==> src/rtl/mips_pkg.sv <==
// mips_pkg: shared types and constants for the fetch stage
package mips_pkg;
  typedef enum logic [1:0] {EMPTY, ONE, TWO} fetch_state_t;
  localparam logic [31:0] PC_STEP = 32'd4;
  localparam logic [31:0] RESET_PC_DEFAULT = 32'h0000_0000;
endpackage

==> src/rtl/fetch_skid.sv <==
// fetch_skid: two-entry output/skid buffer feeding decode
module fetch_skid
  import mips_pkg::*;
(
  input  logic        clk,
  input  logic        reset,
  input  logic        push,
  input  logic        pop,
  input  logic        flush,
  input  logic [63:0] push_data,
  output logic        valid,
  output logic        full,
  output logic [63:0] out_data
);
  fetch_state_t state, state_n;
  logic [63:0] out_q, out_n, sk_q, sk_n;
  assign valid = state != EMPTY;
  assign full = state == TWO;
  assign out_data = out_q;
  always_ff @(posedge clk or posedge reset)
    if (reset) begin
      state <= EMPTY;
      out_q <= '0;
      sk_q <= '0;
    end else begin
      state <= state_n;
      out_q <= out_n;
      sk_q <= sk_n;
    end
  // flush overrides the state only; stale data in invalid entries is harmless
  always_comb begin
    state_n = state;
    out_n = out_q;
    sk_n = sk_q;
    case (state)
      EMPTY: if (push) begin
        out_n = push_data;
        state_n = ONE;
      end
      ONE: if (pop) begin
        out_n = push ? push_data : out_q;
        state_n = push ? ONE : EMPTY;
      end else if (push) begin
        sk_n = push_data;
        state_n = TWO;
      end
      TWO: if (pop) begin
        out_n = sk_q;
        state_n = ONE;
      end
      default: state_n = EMPTY;
    endcase
    if (flush) state_n = EMPTY;
  end
endmodule

==> src/rtl/ifetch.sv <==
// ifetch: program counter, redirect handling and imem capture for decode
module ifetch
  import mips_pkg::*;
#(
  parameter logic [31:0] RESET_PC = RESET_PC_DEFAULT
) (
  input  logic        clk,
  input  logic        reset,
  output logic [31:0] imem_addr,
  input  logic [31:0] imem_rdata,
  input  logic        redirect_valid,
  input  logic [31:0] redirect_pc,
  input  logic        id_ready,
  output logic        id_valid,
  output logic [31:0] id_instr,
  output logic [31:0] id_pc4,
  output logic        misalign_err
);
  logic [31:0] pc, pc4;
  logic full, fetch;
  assign pc4 = pc + PC_STEP;
  assign imem_addr = pc;
  assign fetch = !redirect_valid && !full;
  always_ff @(posedge clk or posedge reset)
    if (reset) begin
      pc <= RESET_PC;
      misalign_err <= 1'b0;
    end else begin
      pc <= redirect_valid ? {redirect_pc[31:2], 2'b00} : fetch ? pc4 : pc;
      misalign_err <= redirect_valid && redirect_pc[1:0] != 2'b00;
    end
  fetch_skid u_skid (
    .clk(clk),
    .reset(reset),
    .push(fetch),
    .pop(id_valid && id_ready),
    .flush(redirect_valid),
    .push_data({imem_rdata, pc4}),
    .valid(id_valid),
    .full(full),
    .out_data({id_instr, id_pc4})
  );
endmodule
==> config.mk <==
export PLATFORM = sky130hd
export DESIGN_NAME = ifetch
export DESIGN_NICKNAME = d
export VERILOG_FILES = /design/src/rtl/mips_pkg.sv /design/src/rtl/fetch_skid.sv /design/src/rtl/ifetch.sv
export SDC_FILE = /design/constraint.sdc
export NUM_CORES = 1
export LEC_CHECK = 0
export CAP_MARGIN = 25
export CORE_ASPECT_RATIO = 1.4
export CORE_MARGIN = 3
export CORE_UTILIZATION = 56
export DETAILED_ROUTE_END_ITERATION = 8
export PLACE_DENSITY_LB_ADDON = 0.05
export SLEW_MARGIN = 15
export SYNTH_ARGS = -nofsm -noshare
export SYNTH_HDL_FRONTEND = slang
export SYNTH_HIERARCHICAL = 1
export SYNTH_SLANG_ARGS = --single-unit
==> constraint.sdc <==
create_clock -name clk -period 10.4 [get_ports clk]
set_clock_uncertainty 0.2 [all_clocks]
set_input_delay 2.08 -clock clk [delete_from_list [all_inputs] [get_ports clk]]
set_output_delay 2.08 -clock clk [all_outputs]
set_load 0.02 [all_outputs]
==> impl_metrics.ini, run 1 <==
[worst_setup_path]
path_max_fanout = 56
worst_path_max_delay_cell = and3b_2
crit_family = simple AND/OR/NAND/NOR gates
startpoint_type = input port
setup.worst_path.end_class = flop
rrSetupSlack_ns = 6.82
reg2reg_from = u_skid/state[0]$_DFFE_PP0P_
worstPathArrival_ns = 4.87
r2r_end = u_skid/sk_q[0]$_DFFE_PP0P_
crit_type = in2reg
r2r_cells = 7
worstPathCellList = buf_2 -> nor2_1 -> nor2b_1 -> and3b_2 -> buf_4 -> mux2_2
critical_path_required_ns = 10.50
max_stage_delay_ns = 0.74
critical_path_buf_inv_count = 2

[synthesis]
synth_common_cells = 164 x mux2_2, 161 x dfrtp_1, 41 x nand2_1, 28 x mux2_4, 27 x xnor2_1
synth_seq_area_share_pct = 49.7
synthDistinctLibCells = 51
yosys-top-cells-area = dfrtp_1 50%, mux2_2 23%, mux2_4 5.2%
avgSynthCellArea_sq_um = 12.4
synth_warnings = 6
synth-edff-count = 0
synth_area_sq_mm = 0.00811
ys.flop_type = dfrtp_1
syn_inst = 652
ys_seq_elements = 161
synth_async_sr_flop_share_pct = 100
synth_top_area_cell = dfrtp_1
synth.most_common_cell = mux2_2
synth_top_cell_area_share_pct = 49.7

[timing]
worst-slew-pin-transition_ns = 0.892
slew_headroom_pct = 40.5
post-route-period-util_pct = 45.9
max_freq_ghz = 0.210
whs_ns = 0.305
fin_tns_setup_ns = 0
setup-violations-final = 0
finalHoldViolations = 0
slew_viol_final = 0
period_needed_ns = 4.77
rsz0062_at_grt = no

[cells_and_area]
multiInputGateArea_sq_mm = 0.00379
syn_to_final_growth_pct = 27.8
nets = 868
diodes = 0
drive_gt1_share_pct = 30.5
seqCellArea_sq_mm = 0.00403
nFillCells = 973

[detailed_routing]
wl_met1_um = 7460
met2WireLength_um = 10100
vias = 5642
wirelength_um = 18800
drc = 0
drt_iter0_markers = 206
routedWlPerCell_um = 18.9
wl_met3_um = 901
antenna_left = 0
firstDrtPassIters = 5
vias_per_cell = 5.66
highest_layer = met4

[global_route]
grt_pass1_wl_um = 31100
grt_max_degree = 71
grt_overflow = 0
grtUsageTotal_pct = 24.6
antenna_found_initial = 0
first_global_vias = 6115

[floorplan]
rows = 51
die_y_um = 148
start_util_pct = 57.8
io_pins = 166
die_w_um = 108
die-area_sq_mm = 0.0160
core_sq_mm = 0.0140

[pwr]
ir_drop_mv = 0.142
leakage_nw = 4.27
power_density_mw_per_mm2 = 225

[min_path]
holdPathStages = 1
hold_class = reg2reg
hold_end = u_skid/out_data[33]$_DFFE_PP0P_
worstHoldStart = u_skid/out_data[33]$_DFFE_PP0P_

[clocking]
cts_tree = done
clockBufferDepth = 2
post_cts_resized = 0
clock-root-buffer = clkbuf_16
cts.sink_count = 161
hold_buffers = 0
h-tree-depth = 4
postCtsSetupBuffers = 0
clk-insertion-delay-late_ns = 0.42
cts_buffers = 17
clk_pin_slew_ns = 0.06

[run]
max_cap_viol_count = 0

[status]
status = finished, final reports clean

[placement]
portBuffers = 163
hpwl_um = 12900
gp_congestion = 0.869
-- state kept, by name, indices dropped and copies added (netlist names) --
| register | count |
|---|---|
| misalign_err | 1 |
| u_skid/sk_q | 64 |
| u_skid/out_data | 64 |
| u_skid/state | 2 |
| imem_addr | 30 |
-- report_power, final --
| group | leakage, nW | internal [mW] | switching (mW) |
|---|---|---|---|
| Combinational | 2.06 | 0.413 | 0.315 |
| Clock | 0.284 | 0.363 | 0.260 |
| Sequential | 1.92 | 0.840 | 0.136 |
-- worst max path at each step --
stage | start | end | cells past startpoint
2_1_floorplan | reset | u_skid/out_data[0]$_DFFE_PP0P_ | 1
3_3_place_gp | redirect_valid | u_skid/sk_q[11]$_DFFE_PP0P_ | 6
3_5_place_dp | redirect_valid | u_skid/sk_q[56]$_DFFE_PP0P_ | 6
4_1_cts | redirect_valid | u_skid/sk_q[0]$_DFFE_PP0P_ | 6
5_1_grt | redirect_valid | u_skid/sk_q[59]$_DFFE_PP0P_ | 6
6_report | redirect_valid | u_skid/sk_q[0]$_DFFE_PP0P_ | 6
-- through the flow --
| step | std cells | instance area, sq um | total power, mW | util, % | setup WS, ns |
|---|---|---|---|---|---|
| after CTS | 995 | 10400 | 2.35 | 73.8 | 5.61 |
| after detailed placement | 964 | 9770 | 1.72 | 69.6 | 5.20 |
| final | 996 | 10400 | 2.33 | 73.8 | 5.63 |
| after floorplan | 657 | 8130 | 1.40 | - | 4.65 |
| after global placement | 964 | 9770 | 1.68 | 69.6 | 5.34 |
| after global routing | 996 | 10400 | 2.44 | 73.8 | 5.40 |
-- final cells by class --
| class | instances | area share [%] |
|---|---|---|
| Inverter | 12 | 0.483 |
| Sequential cell | 161 | 38.9 |
| Clock inverter | 13 | 1.45 |
| Tap cell | 185 | 2.23 |
| Multi-Input combinational cell | 437 | 36.6 |
| Clock buffer | 18 | 4.24 |
| Timing Repair Buffer | 170 | 16.2 |
-- cell families (layout without fill, tap and decap cells) --
kind of cell	Yosys count	count (layout)	synth area share [%]
compound gates	41	41	3.52
xor+xnor	42	42	4.53
fa+ha+maj	1	1	0.154
buf+inv	59	213	3.92
flops	161	161	49.7
mux	194	194	28.2
other cells	1	6	0.0462
simple gates	153	153	9.98
-- cells in the final DEF, fill, tap and decap left out, types with 3 or more instances in the layout --
cell type and instances:
a211o_1 4, a21oi_1 4, a31oi_1 6, and3_1 3, buf_4 6, clkbuf_16 17
clkdlybuf4s50_1 162, clkinv_4 3, conb_1 6, dfrtp_1 161, inv_1 9, inv_6 5
mux2_2 164, mux2_4 28, nand2_1 41, nand3_1 19, nand4_1 15, nor2_1 25
nor3_1 12, nor4_1 11, o21ai_0 17, or2_2 3, xnor2_1 27, xor2_1 15
-- layer usage --
layer  vias up  global-route usage, %
met3        29                   6.30
li1       2609                      -
met4         0                   7.45
met1      2847                   29.3
met5         -                      0
met2       157                   43.5
Power figures use the tool's default switching activity.
==> run 2: changes to the inputs <==
--- a/config.mk
+++ b/config.mk
@@ -8,7 +8,7 @@
 export CAP_MARGIN = 25
 export CORE_ASPECT_RATIO = 1.4
 export CORE_MARGIN = 3
-export CORE_UTILIZATION = 56
+export CORE_UTILIZATION = 47
 export DETAILED_ROUTE_END_ITERATION = 8
 export PLACE_DENSITY_LB_ADDON = 0.05
 export SLEW_MARGIN = 15
==> constraint.sdc (replaced) <==
create_clock -name clk -period 3.8 [get_ports clk]
set_clock_uncertainty 0.2 [all_clocks]
set_input_delay 0.76 -clock clk [delete_from_list [all_inputs] [get_ports clk]]
set_output_delay 0.76 -clock clk [all_outputs]
set_load 0.02 [all_outputs]
==> impl_metrics.ini, run 2 (synthesis gave the netlist of run 1 again) <==
[cells_and_area]
nFillCells = 1401
final_common_cell = mux2_2
diodes = 0
drive_gt1_share_pct = 31.0
syn_to_final_growth_pct = 29.5
final_cell_mix = 164 x mux2_2, 162 x clkdlybuf4s50_1, 161 x dfrtp_1
nets = 873

[detailed_routing]
drt_iter0_markers = 215
firstDrtPassIters = 4
vias = 5544
routedWlPerCell_um = 18.4
antenna_left = 0
drc = 0
vias_per_cell = 5.44
wirelength_um = 18700

[floorplan]
die_y_um = 161
core_sq_mm = 0.0168
die-area_sq_mm = 0.0189
start_util_pct = 48.2
rows = 56
io_pins = 166
die_w_um = 117

[clocking]
clockBufferDepth = 2
post_cts_resized = 0
clk-insertion-delay-late_ns = 0.42
clk_pin_slew_ns = 0.06
cts.sink_count = 161
h-tree-depth = 4
postCtsSetupBuffers = 0
cts_tree = done
clock-root-buffer = clkbuf_16
cts_buffers = 17
hold_buffers = 0

[timing]
max_freq_ghz = 0.351
rsz0062_at_grt = no
period_needed_ns = 2.85
setup-violations-final = 0
slew_viol_final = 0
worst-slew-pin-transition_ns = 0.825
finalHoldViolations = 0
fin_tns_setup_ns = 0
whs_ns = 0.304
slew_headroom_pct = 44.5
post-route-period-util_pct = 75.0

[global_route]
grt_overflow = 0
first_global_vias = 5934
grtUsageTotal_pct = 20.8
grt_max_degree = 131
antenna_found_initial = 0
grt_pass1_wl_um = 30800

[pwr]
leakage_nw = 4.32
power_density_mw_per_mm2 = 617
ir_drop_mv = 0.305

[placement]
gp_congestion = 0.817
hpwl_um = 13000
portBuffers = 163

[worst_setup_path]
path_max_fanout = 12
worstPathArrival_ns = 2.96
critical_path_required_ns = 3.91
startpoint_type = flop
setup.worst_path.end_class = flop
crit_type = reg2reg

[status]
status = finished, final reports clean

[min_path]
hold_class = reg2reg

[run]
max_cap_viol_count = 0
## run 2: where the power goes
group	switching (mW)	leakage (nW)	total (mW)	internal (mW)
sequential	0.356	1.92	2.65	2.30
clock	0.717	0.304	1.85	1.13
combinational	0.848	2.10	1.98	1.14
## run 2: worst paths after layout
path / startpoint / to / slack, ns / cells past startpoint
hold reg to reg: u_skid/sk_q[17]$_DFFE_PP0P_ / u_skid/sk_q[17]$_DFFE_PP0P_ / 0.30 / 1
hold / removal: u_skid/sk_q[17]$_DFFE_PP0P_ / u_skid/sk_q[17]$_DFFE_PP0P_ / 0.30 / 1
setup reg to reg: imem_addr[2]$_DFFE_PP0N_ / u_skid/out_data[22]$_DFFE_PP0P_ / 0.95 / 7
min in group asynchronous: reset / u_skid/sk_q[10]$_DFFE_PP0P_ / 0.63 / 3
max in group asynchronous: reset / u_skid/sk_q[28]$_DFFE_PP0P_ / 2.07 / 3
setup / recovery: imem_addr[2]$_DFFE_PP0N_ / u_skid/out_data[22]$_DFFE_PP0P_ / 0.95 / 7
## run 2: metal layers
metal | vias up | track usage, % | wire [um] | share of wire [%]
met5 | - | 0 | 0 | 0
met4 | 0 | 6.26 | 272 | 1.5
met3 | 23 | 4.57 | 833 | 4.4
met2 | 126 | 36.1 | 10000 | 53
met1 | 2784 | 25.5 | 7620 | 41
li1 | 2611 | - | - | -
## run 2: stage by stage
| stage | setup WS [ns] | utilization [%] | instances | cell area, sq um | power, mW |
|---|---|---|---|---|---|
| 2_1_floorplan | 0.897 | - | 657 | 8140 | 3.85 |
| 4_1_cts | 0.955 | 62.5 | 1020 | 10500 | 6.57 |
| 5_1_grt | 0.787 | 62.5 | 1020 | 10500 | 6.82 |
| 3_5_place_dp | 0.890 | 58.7 | 988 | 9860 | 4.70 |
| 6_report | 0.950 | 62.5 | 1020 | 10500 | 6.48 |
| 3_3_place_gp | 0.962 | 58.7 | 988 | 9860 | 4.61 |
## run 2: final cells by class
| class | instances | area [sq um] | area share (%) |
|---|---|---|---|
| repair buffers | 175 | 1740 | 16.6 |
| inverters | 12 | 51.3 | 0.488 |
| clock buffers | 18 | 439 | 4.18 |
| well taps | 203 | 254 | 2.42 |
| clock inverters | 14 | 200 | 1.91 |
| multi-input cells | 437 | 3790 | 36.1 |
| flip-flops and latches | 161 | 4030 | 38.4 |
## run 2: critical path, cell delays in order (launching register included)
cell and delay, ns:
dfrtp_1 0.45, ha_1 0.32, nand4_2 0.22, or4_4 0.65, nor3_1 0.26, xor2_1 0.11, mux2_2 0.27, mux2_2 0.25
